### config.mk
export PLATFORM = sky130hd
export DESIGN_NAME = data_split
export DESIGN_NICKNAME = d
export VERILOG_FILES = /design/src/rtl/data_split_pkg.sv /design/src/rtl/data_split_fifo.sv /design/src/rtl/data_split.sv
export SDC_FILE = /design/constraint.sdc
export NUM_CORES = 1
export LEC_CHECK = 0
export ABC_AREA = 1
export ABC_CLOCK_PERIOD_IN_PS = 2200
export CORE_AREA = 2 2 49 74
export DETAILED_ROUTE_END_ITERATION = 12
export DIE_AREA = 0 0 51 76
export PLACE_DENSITY_LB_ADDON = 0.08
export SLEW_MARGIN = 40
export SYNTH_ARGS = -nofsm -noshare
export SYNTH_HDL_FRONTEND = slang
export SYNTH_SLANG_ARGS = --single-unit
### constraint.sdc
create_clock -name clk -period 2.2 [get_ports clk]
set_input_delay 0.22 -clock clk [delete_from_list [all_inputs] [get_ports clk]]
set_output_delay 0.22 -clock clk [all_outputs]
set_load 0.02 [all_outputs]
### src/rtl/data_split_pkg.sv
// ============================================================================
//  Module   : data_split_pkg
//  Brief    : Shared widths, mode encodings, FIFO entry layout and FSM states
//  Revision : 1.0
// ============================================================================
`default_nettype none

package data_split_pkg;

    localparam int DATA_W     = 8;
    localparam int NIB_W      = 4;
    localparam int FIFO_DEPTH = 2;

    localparam logic MODE_BYTE = 1'b1;
    localparam logic MODE_NIB  = 1'b0;

    typedef enum logic [0:0] {
        IDLE = 1'b0,
        LO   = 1'b1
    } state_t;

    // One FIFO slot: the mode travels with the byte it was sampled with.
    typedef struct packed {
        logic              mode;
        logic [DATA_W-1:0] data;
    } entry_t;

    localparam int ENTRY_W = $bits(entry_t);

    function automatic logic [DATA_W-1:0] zext_nib(input logic [NIB_W-1:0] nib);
        return {{(DATA_W-NIB_W){1'b0}}, nib};
    endfunction

endpackage

`default_nettype wire

### src/rtl/data_split_fifo.sv
// ============================================================================
//  Module   : data_split_fifo
//  Brief    : Small in-order register FIFO with registered occupancy counter
//  Revision : 1.0
// ============================================================================
`default_nettype none

module data_split_fifo
    import data_split_pkg::*;
#(
    parameter int WIDTH = ENTRY_W,
    parameter int DEPTH = FIFO_DEPTH
) (
    input  logic             clk,
    input  logic             reset_n,
    input  logic             push,
    input  logic             pop,
    input  logic [WIDTH-1:0] din,
    output logic             full,
    output logic             empty,
    output logic [WIDTH-1:0] head
);

    localparam int PTR_W = (DEPTH > 1) ? $clog2(DEPTH) : 1;
    localparam int CNT_W = $clog2(DEPTH + 1);

    localparam logic [PTR_W-1:0] PTR_LAST  = PTR_W'(DEPTH - 1);
    localparam logic [CNT_W-1:0] CNT_FULL  = CNT_W'(DEPTH);

    logic [WIDTH-1:0] mem [DEPTH];
    logic [PTR_W-1:0] wr_ptr;
    logic [PTR_W-1:0] rd_ptr;
    logic [CNT_W-1:0] count;

    logic do_push;
    logic do_pop;

    function automatic logic [PTR_W-1:0] ptr_inc(input logic [PTR_W-1:0] p);
        return (p == PTR_LAST) ? '0 : p + 1'b1;
    endfunction

    // Requests against a full/empty FIFO are dropped rather than corrupting state.
    assign do_push = push && !full;
    assign do_pop  = pop  && !empty;

    assign full  = (count == CNT_FULL);
    assign empty = (count == '0);
    assign head  = mem[rd_ptr];

    always_ff @(posedge clk or negedge reset_n) begin
        if (!reset_n) begin
            wr_ptr <= '0;
            rd_ptr <= '0;
            count  <= '0;
            for (int i = 0; i < DEPTH; i++) begin
                mem[i] <= '0;
            end
        end else begin
            if (do_push) begin
                mem[wr_ptr] <= din;
                wr_ptr      <= ptr_inc(wr_ptr);
            end
            if (do_pop) begin
                rd_ptr <= ptr_inc(rd_ptr);
            end
            case ({do_push, do_pop})
                2'b10:   count <= count + 1'b1;
                2'b01:   count <= count - 1'b1;
                default: count <= count;
            endcase
        end
    end

endmodule

`default_nettype wire

### src/rtl/data_split.sv
// ============================================================================
//  Module   : data_split
//  Brief    : Buffers input bytes and re-emits each as one byte or two nibbles
//  Revision : 1.0
// ============================================================================
`default_nettype none

module data_split
    import data_split_pkg::*;
(
    input  logic              clk,
    input  logic              reset_n,
    input  logic              start,
    input  logic              din_vld,
    input  logic              byte_mode,
    input  logic [DATA_W-1:0] data_in,
    output logic              ready,
    output logic [DATA_W-1:0] data_o,
    output logic              data_en
);

    state_t             state;
    state_t             state_nxt;
    logic [DATA_W-1:0]  data_nxt;
    logic               en_nxt;
    logic [NIB_W-1:0]   lo_nib;
    logic [NIB_W-1:0]   lo_nxt;

    logic               push;
    logic               pop;
    logic               full;
    logic               empty;
    entry_t             in_entry;
    entry_t             head;

    // Gating on reset_n keeps ready low for the whole reset window.
    assign ready    = reset_n && start && !full;
    assign push     = din_vld && ready;
    assign in_entry = {byte_mode, data_in};

    data_split_fifo #(
        .WIDTH (ENTRY_W),
        .DEPTH (FIFO_DEPTH)
    ) u_fifo (
        .clk     (clk),
        .reset_n (reset_n),
        .push    (push),
        .pop     (pop),
        .din     (in_entry),
        .full    (full),
        .empty   (empty),
        .head    (head)
    );

    always_comb begin
        state_nxt = state;
        data_nxt  = data_o;
        en_nxt    = 1'b0;
        lo_nxt    = lo_nib;
        pop       = 1'b0;
        case (state)
            IDLE: begin
                if (!empty) begin
                    pop    = 1'b1;
                    en_nxt = 1'b1;
                    if (head.mode == MODE_BYTE) begin
                        data_nxt = head.data;
                    end else begin
                        data_nxt  = zext_nib(head.data[DATA_W-1:NIB_W]);
                        lo_nxt    = head.data[NIB_W-1:0];
                        state_nxt = LO;
                    end
                end
            end
            LO: begin
                // Low nibble goes out from the latch, so the FIFO can advance meanwhile.
                data_nxt  = zext_nib(lo_nib);
                en_nxt    = 1'b1;
                state_nxt = IDLE;
            end
            default: begin
                state_nxt = IDLE;
            end
        endcase
    end

    always_ff @(posedge clk or negedge reset_n) begin
        if (!reset_n) begin
            state   <= IDLE;
            data_o  <= '0;
            data_en <= 1'b0;
            lo_nib  <= '0;
        end else begin
            state   <= state_nxt;
            data_o  <= data_nxt;
            data_en <= en_nxt;
            lo_nib  <= lo_nxt;
        end
    end

endmodule

`default_nettype wire

==> results.yml, run 1 <==
floorplanning:
  io-pin-count: 23
  start_util: 0.517
  die-height_um: 76
  chipWidth_um: 51
  floorplan.rows: 26
  core-area_mm2: 0.00329
  die_area_mm2: 0.00388
layout:
  sequential_cell_area_um2: 901
  antenna_cells_inserted: 0
  layout-area-overhead-vs-synth_pct: 20.6
  post_route_cells_drive_above_1_share: 0.0890
  n_fill_cell: 306
  nNetsFinal: 249
  multi_input_area_um2: 697
synth:
  synth_fp_nets: 223
  seq_area_frac_synth: 0.530
  ys_types: 20
  syn-instance-count: 209
  yosysWarnings: 0
  postSynthAreaPerCell_um2: 8.13
  synth.ff_latch_count: 36
  synth.cell_area_mm2: 0.00170
timing:
  setup_violations: 0
  timing.final.max_slew_violations: 0
  fin_tns_setup_ns: 0
  worstMarginPinSlew_ns: 0.511
  worst_clock_skew_ns: 0.00637
  final_cycle_share: 0.946
  timing.hold.ws_ns: 0.388
  max_freq_mhz: 480
  headroom_to_the_max_slew_limit: 0.656
  final.min_clock_period_ns: 2.08
  timing.final.hold_violations: 0
  grt_setup_unrepaired: "false"
cts:
  postCtsHoldBufs: 0
  cts_inserted_buffers: 5
  postCtsSetupBuffers: 0
  maximum_buffer_depth_of_the_clock_tree: 2
  clock_tree.htree_level_count: 2
  clk_latency_ns: 0.29
  cts_tree: "done"
  cts_root_buf: "clkbuf_8"
  clk_pin_slew_worst_paths_ns: 0.07
  cts.sink_count: 36
  cts_resized: 0
hold_path:
  worst_hold_path_type: "in2async"
critical_path:
  cp_max_fo: 5
  data_arrival_time_at_the_worst_slack_endpoint_ns: 1.86
  critical_path.startpoint_type: "register"
  worst_r2r_endpoint: "u_fifo.count[1]"
  worst-endpoint-required_ns: 1.98
  launch_instance_of_the_worst_register_to_register_path: "u_fifo.count[0]"
  endpoint_type_of_the_worst_setup_path: "output pin"
  crit_type: "reg2out"
  worst_r2r_setup_slack_ns: 0.49
  ff2ff_path_depth: 7
pwr:
  largest_vdd_supply_drop_mv: 0.700
  power.static_leakage_nw: 1.07
  p_per_area_mw_per_mm2: 1400
global_routing:
  antenna_found_initial: 0
  global_route.usage.total: 0.214
  grt_first_pass_wirelength_um: 6340
  global_route.overflow_total: 0
  grt_max_degree: 37
  first_global_vias: 1480
placement:
  dpl.hpwl_um: 2590
  number_of_buffer_cells_added_on_primary_ports: 22
  gp_routability_congestion: 0.756
detailed_routing:
  first_pass_iters: 4
  number_of_nets_with_antenna_violations_after_routing: 0
  detailroute.wirelength.met2_um: 1790
  wirelength_met1_um: 1490
  average_detailed_routed_wire_length_per_instance_um: 12.7
  remaining_drc_errors: 0
  drt_iter0_markers: 32
  wl_um: 3540
  detail_route.vias_per_cell: 5.21
  top_layer_used: "met4"
  met3_wl_um: 142
  dr_total_vias: 1447
run:
  max-cap-violations: 0
run_status:
  outcome: "complete, no violations"
-- per-stage QoR --
step	instance area, um2	cells	setup WS, ns	total power [W]	util
after floorplan	1700	209	0.660	0.00204	-
after global placement	1960	270	0.142	0.00236	0.596
after detailed placement	1960	270	0.163	0.00241	0.596
after CTS	2050	278	0.118	0.00289	0.624
after global routing	2050	278	0.0511	0.00312	0.624
final	2050	278	0.118	0.00288	0.624
-- power breakdown --
group	total (W)	leakage, nW	switching [W]	internal [W]
Sequential	0.00120	0.454	0.000249	0.000956
Combinational	0.00119	0.570	0.000735	0.000453
Clock	0.000483	0.0510	0.000234	0.000250
-- layout by cell type (no fill, tap or decap), drive strengths merged --
cell,instances
a21oi,1
buf,4
clkbuf,6
clkdlybuf4s50,22
clkinv,3
dfrtp,36
ha,1
inv,14
nand2,102
nand3,21
nand4,20
nor2,2
nor3,1
xnor2,2
xor2,1
-- worst max path at each step --
stage	from	end	cells past startpoint
after floorplan	u_fifo.count[0]	u_fifo.count[1]	7
after detailed placement	reset_n	ready	4
after CTS	u_fifo.count[0]	ready	3
after global placement	reset_n	ready	4
final	u_fifo.count[0]	ready	3
after global routing	u_fifo.count[0]	ready	3
-- layout make-up --
class                      instances  share of cell area
multi-input combinational        151               0.340
inverter                          15              0.0275
timing repair buffer              26               0.122
clock buffer                       6              0.0403
sequential                        36               0.440
tap                               42              0.0256
clock inverter                     2             0.00488
-- state kept, by name, indices dropped and copies added, names as in the netlist --
signal,cells
u_fifo.mem,18
data_o,8
lo_nib,4
u_fifo.count,2
data_en,1
state,1
u_fifo.rd_ptr,1
u_fifo.wr_ptr,1
-- synthesized netlist by cell type (all sizes together) --
library cell	instances	area, um2
nand2	102	388
dfrtp	36	901
nand3	21	105
nand4	20	138
inv	14	52.6
buf	6	41.3
nor2	2	17.5
xnor2	2	17.5
a21oi	1	5.00
clkbuf	1	3.75
clkinv	1	3.75
ha	1	12.5
nor3	1	5.00
xor2	1	8.76
-- per-layer routing --
| metal | vias up | global-route usage |
|---|---|---|
| met2 | 39 | 0.356 |
| li1 | 725 | - |
| met1 | 673 | 0.254 |
| met3 | 10 | 0.0353 |
| met4 | 0 | 0.124 |
| met5 | - | 0 |
-- critical path, cell delays in order, from the launching register on --
cell and delay [ns]:
dfrtp_1 0.44, inv_2 0.06, a21oi_1 0.37, clkdlybuf4s50_1 0.69
-- cells by family (layout without fill, tap and decap cells) --
group,Yosys count,after routing,share of synthesized area
simple gates,146,146,0.384
fa+ha+maj,1,1,0.00736
compound gates,1,1,0.00294
buf+inv,22,49,0.0596
flops,36,36,0.530
xor+xnor,3,3,0.0155
Note: power is estimated with default switching activity, not from simulation.
==> run 2: changes to the inputs <==
--- a/config.mk
+++ b/config.mk
@@ -11,6 +11,7 @@
 export DETAILED_ROUTE_END_ITERATION = 12
 export DIE_AREA = 0 0 51 76
 export PLACE_DENSITY_LB_ADDON = 0.08
+export SETUP_SLACK_MARGIN = 0.5
 export SLEW_MARGIN = 40
 export SYNTH_ARGS = -nofsm -noshare
 export SYNTH_HDL_FRONTEND = slang
==> results.yml, run 2 (synthesis results as in run 1) <==
critical_path:
  data_arrival_time_at_the_worst_slack_endpoint_ns: 1.37
  endpoint_type_of_the_worst_setup_path: "output pin"
  worst_setup_path_endpoint: "ready"
  worst_setup_path_startpoint: "reset_n"
  worst_r2r_endpoint: "u_fifo.count[1]"
  worst-endpoint-required_ns: 1.98
  cp_max_fo: 4
  critical_path.startpoint_type: "input pin"
  ff2ff_path_depth: 6
  worst_r2r_setup_slack_ns: 0.62
  launch_instance_of_the_worst_register_to_register_path: "u_fifo.count[1]"
  crit_type: "in2out"
cts:
  maximum_buffer_depth_of_the_clock_tree: 2
  clock_tree.htree_level_count: 2
  cts.sink_count: 36
  postCtsHoldBufs: 0
  cts_inserted_buffers: 5
  cts_root_buf: "clkbuf_8"
  clk_pin_slew_worst_paths_ns: 0.07
  cts_tree: "done"
  clk_latency_ns: 0.29
placement:
  dpl.hpwl_um: 2590
  gp_routability_congestion: 0.756
  number_of_buffer_cells_added_on_primary_ports: 22
pwr:
  combinationalPowerShare: 0.423
  power_frac_clock: 0.164
  power.static_leakage_nw: 1.09
  swShare: 0.423
  totalPowerFinal_w: 0.00294
  p_per_area_mw_per_mm2: 1410
  largest_vdd_supply_drop_mv: 0.706
  power.net_switching_w: 0.00124
  seq_power_share: 0.414
  internal-power_w: 0.00169
timing:
  final_cycle_share: 0.724
  timing.final.max_slew_violations: 0
  setup_violations: 0
  headroom_to_the_max_slew_limit: 0.661
  grt_setup_unrepaired: "true"
  final.min_clock_period_ns: 1.59
  fin_tns_setup_ns: 0
  worstMarginPinSlew_ns: 0.504
  worst_clock_skew_ns: 0.00652
  timing.final.hold_violations: 0
  max_freq_mhz: 628
global_routing:
  global_route.usage.total: 0.218
  first_global_vias: 1496
  global_route.overflow_total: 0
  antenna_found_initial: 0
  grt_max_degree: 37
  grt_first_pass_wirelength_um: 6420
layout:
  layout_common_cells: "nand2_1 (100), dfrtp_1 (36), nand3_1 (21), clkdlybuf4s50_1 (21), nand4_1 (18)"
  leading_cell_type_in_the_layout_fill_and_taps_excluded: "nand2_1"
  post_route_cells_drive_above_1_share: 0.105
  antenna_cells_inserted: 0
  reg.largest.list: "u_fifo.mem x18, data_o x8, lo_nib x4"
  nNetsFinal: 251
  n_fill_cell: 305
  sequential_cell_area_um2: 901
  largest_register_ff_count: 18
  layout-area-overhead-vs-synth_pct: 22.3
  registers.top_by_ff_count: "u_fifo.mem"
  multi_input_area_um2: 708
detailed_routing:
  top_layer_used: "met4"
  detail_route.vias_per_cell: 5.19
  drt_iter0_markers: 43
  wl_um: 3570
  wirelength_met1_um: 1460
  detailroute.wirelength.met2_um: 1850
  number_of_nets_with_antenna_violations_after_routing: 0
  dr_total_vias: 1453
  remaining_drc_errors: 0
  met3_wl_um: 140
  average_detailed_routed_wire_length_per_instance_um: 12.7
  first_pass_iters: 4
floorplanning:
  chipWidth_um: 51
  io-pin-count: 23
  die-height_um: 76
  floorplan.rows: 26
  core-area_mm2: 0.00329
  start_util: 0.517
  die_area_mm2: 0.00388
hold_path:
  worst_hold_path_type: "in2async"
run_status:
  outcome: "complete, no violations"
run:
  max-cap-violations: 0
==> run 2: power by group through the flow <==
stage                     logic [W]  registers (W)  clock network (W)
after global placement      0.00116        0.00120                  0
after global routing        0.00141        0.00126           0.000517
final                       0.00124        0.00121           0.000480
after floorplan            0.000842        0.00120                  0
after detailed placement    0.00119        0.00121                  0
after CTS                   0.00120        0.00121           0.000490
==> run 2: what timing repair did <==
item,CTS,global route
setup buffers,0,2
pin swaps,0,1
cloned,0,0
gates resized for setup,2,2
setup endpoints to repair,2,4
==> run 2: how the worst min path moves through the flow <==
stage | from | cells after the start | slack (ns) | endpoint
after floorplan | reset_n | 0 | -0.08 | data_en
after global placement | data_o[7] | 2 | 0.46 | data_o[7]
after detailed placement | u_fifo.mem[3] | 2 | 0.47 | u_fifo.mem[3]
after CTS | reset_n | 2 | 0.40 | u_fifo.mem[16]
after global routing | reset_n | 2 | 0.45 | u_fifo.wr_ptr
final | reset_n | 2 | 0.39 | u_fifo.mem[16]
==> run 2: worst max-delay path, stage by stage <==
cell and delay [ns]:
clkdlybuf4s50_1 0.49, nand2_1 0.11, a21oi_4 0.19, dlygate4sd2_1 0.36
==> run 2: cell type report <==
class	count	share of cell area
multi-input combinational	151	0.341
clock inverter	2	0.00482
inverter	15	0.0289
clock buffer	6	0.0397
tap	42	0.0253
timing repair buffer	28	0.127
sequential	36	0.433
==> run 2: per-stage QoR <==
stage / area [um2] / hold WS (ns) / util / cells / setup WS, ns
2_1_floorplan: 1700 / -0.0756 / - / 209 / 0.660
3_3_place_gp: 1960 / 0.462 / 0.596 / 270 / 0.142
3_5_place_dp: 1960 / 0.467 / 0.596 / 270 / 0.163
4_1_cts: 2050 / 0.405 / 0.625 / 278 / 0.542
5_1_grt: 2080 / 0.448 / 0.633 / 280 / 0.503
6_report: 2080 / 0.390 / 0.633 / 280 / 0.608
==> run 2: per-layer routing <==
layer / vias to the layer above / GRT usage
met5: - / 0
met4: 0 / 0.124
met3: 10 / 0.0353
met2: 40 / 0.365
met1: 672 / 0.255
li1: 731 / -
==> run 3: changes to the inputs <==
--- a/config.mk
+++ b/config.mk
@@ -6,10 +6,10 @@
 export NUM_CORES = 1
 export LEC_CHECK = 0
 export ABC_AREA = 1
-export ABC_CLOCK_PERIOD_IN_PS = 2200
-export CORE_AREA = 2 2 49 74
+export ABC_CLOCK_PERIOD_IN_PS = 1400
+export CORE_AREA = 2 2 52 78
 export DETAILED_ROUTE_END_ITERATION = 12
-export DIE_AREA = 0 0 51 76
+export DIE_AREA = 0 0 54 80
 export PLACE_DENSITY_LB_ADDON = 0.08
 export SETUP_SLACK_MARGIN = 0.5
 export SLEW_MARGIN = 40
==> constraint.sdc (replaced) <==
create_clock -name clk -period 1.4 [get_ports clk]
set_input_delay 0.14 -clock clk [delete_from_list [all_inputs] [get_ports clk]]
set_output_delay 0.14 -clock clk [all_outputs]
set_load 0.02 [all_outputs]
==> results.yml, run 3 (synthesis results as in run 1) <==
run_status:
  outcome: "complete, but fails checks"
  violations_in_the_final_reports: "hold timing, setup timing"
pwr:
  power.net_switching_w: 0.00268
  combinationalPowerShare: 0.569
  swShare: 0.435
  power_frac_clock: 0.118
  p_per_area_mw_per_mm2: 2310
  seq_power_share: 0.313
  power.static_leakage_nw: 1.34
  internal-power_w: 0.00348
  largest_vdd_supply_drop_mv: 1.42
placement:
  dpl.hpwl_um: 2800
  number_of_buffer_cells_added_on_primary_ports: 22
  placement_stage_worst_setup_slack_ns: -0.311
  gp_routability_congestion: 0.815
run:
  max-cap-violations: 0
critical_path:
  crit_type: "reg2reg"
  ff2ff_path_depth: 7
  endpoint_type_of_the_worst_setup_path: "register"
  worst_r2r_setup_slack_ns: -0.02
  critical_path.startpoint_type: "register"
  data_arrival_time_at_the_worst_slack_endpoint_ns: 1.59
  cp_max_fo: 3
  worst_setup_path_startpoint: "u_fifo.count[1]"
  worst-endpoint-required_ns: 1.57
  worst_r2r_endpoint: "u_fifo.count[1]"
  launch_instance_of_the_worst_register_to_register_path: "u_fifo.count[1]"
cts:
  clock_tree.htree_level_count: 2
  clk_pin_slew_worst_paths_ns: 0.07
  cts_tree: "done"
  cts_inserted_buffers: 5
  clk_latency_ns: 0.28
  cts_root_buf: "clkbuf_8"
  maximum_buffer_depth_of_the_clock_tree: 2
  cts.sink_count: 36
timing:
  final.min_clock_period_ns: 1.42
  worst_clock_skew_ns: 0.00324
  timing.final.max_slew_violations: 0
  headroom_to_the_max_slew_limit: 0.699
  timing.final.hold_violations: 36
  worstMarginPinSlew_ns: 0.451
  setup_violations: 2
  post-route-worst-setup-slack_ns: -0.0181
  timing.hold.ws_ns: -0.0451
  final_cycle_share: 1.01
  max_freq_mhz: 705
  grt_setup_unrepaired: "true"
layout:
  layout-area-overhead-vs-synth_pct: 56.7
  leading_cell_type_in_the_layout_fill_and_taps_excluded: "nand2_1"
  post_route_cells_drive_above_1_share: 0.385
  sequential_cell_area_um2: 906
  n_fill_cell: 260
  reg.largest.list: "u_fifo.mem x18, data_o x8, lo_nib x4"
  nNetsFinal: 283
  multi_input_area_um2: 938
  layout_common_cells: "nand2_1 (85), dfrtp_1 (32), buf_4 (24)"
  antenna_cells_inserted: 0
  utilization: 0.730
  largest_register_ff_count: 18
  registers.top_by_ff_count: "u_fifo.mem"
global_routing:
  grt_first_pass_wirelength_um: 6960
  global_route.usage.total: 0.216
  antenna_found_initial: 0
  global_route.overflow_total: 0
  first_global_vias: 1625
  grt_max_degree: 37
floorplanning:
  core-area_mm2: 0.00365
  chipWidth_um: 54
  die_area_mm2: 0.00432
  die-height_um: 80
  floorplan.rows: 27
  io-pin-count: 23
  start_util: 0.466
detailed_routing:
  first_pass_iters: 4
  detail_route.vias_per_cell: 5.46
  wl_um: 4990
  number_of_nets_with_antenna_violations_after_routing: 0
  drt_iter0_markers: 91
  remaining_drc_errors: 0
  average_detailed_routed_wire_length_per_instance_um: 15.9
  dr_total_vias: 1710
hold_path:
  worst_hold_path_type: "in2async"
==> run 3: area by class of cell <==
class	instances	share of cell area
multi-input cells	153	0.352
flip-flops and latches	36	0.340
repair buffers	58	0.229
clock buffers	5	0.0258
inverters	15	0.0254
well taps	43	0.0202
clock inverters	3	0.00705
==> run 3: metrics by stage <==
step                area (um2)  cells  hold slack [ns]  power [W]  setup TNS (ns)
finish                    2660    313          -0.0451    0.00616         -0.0326
global route              2660    313           0.0116    0.00656          -0.407
CTS                       2300    294            0.348    0.00516         -0.0109
detailed placement        2090    280            0.468    0.00417           -1.78
global placement          2090    280            0.464    0.00408           -1.73
floorplan                 1750    209           -0.156    0.00332               0
==> run 3: power by group through the flow <==
stage	logic, W	registers (W)	clock network, W
CTS	0.00257	0.00185	0.000739
finish	0.00350	0.00193	0.000728
global route	0.00380	0.00198	0.000777
floorplan	0.00141	0.00191	0
global placement	0.00225	0.00183	0
detailed placement	0.00232	0.00184	0
==> run 3: worst max path at each step <==
| stage | to | cells after the start |
|---|---|---|
| detailed placement | u_fifo.count[1] | 9 |
| global route | lo_nib[0] | 9 |
| global placement | ready | 4 |
| finish | u_fifo.count[1] | 7 |
| CTS | ready | 2 |
| floorplan | u_fifo.count[1] | 8 |
==> run 3: worst max-delay path: stages, from the launching register on <==
cell     delay (ns)
dfrtp_2        0.45
buf_6          0.14
nor2_4         0.14
nor2_4         0.07
ha_4           0.25
inv_2          0.06
nand3_4        0.07
xnor2_2        0.14
==> run 3: metal layers <==
layer | wire length (um) | share of wire | global-route usage | vias up
met1 | 1740 | 0.35 | 0.244 | 813
met4 | 169 | 0.034 | 0.0925 | 0
met2 | 2830 | 0.57 | 0.367 | 74
met5 | 0 | 0 | 0 | -
met3 | 253 | 0.051 | 0.0618 | 24
li1 | - | - | - | 799
==> run 3: repair_timing <==
item	4_1_cts	5_1_grt
pin swaps	5	26
gates cloned	1	4
resized for setup	66	50
hold buffers	0	0
setup endpoints to repair	46	46
buffers inserted	5	15
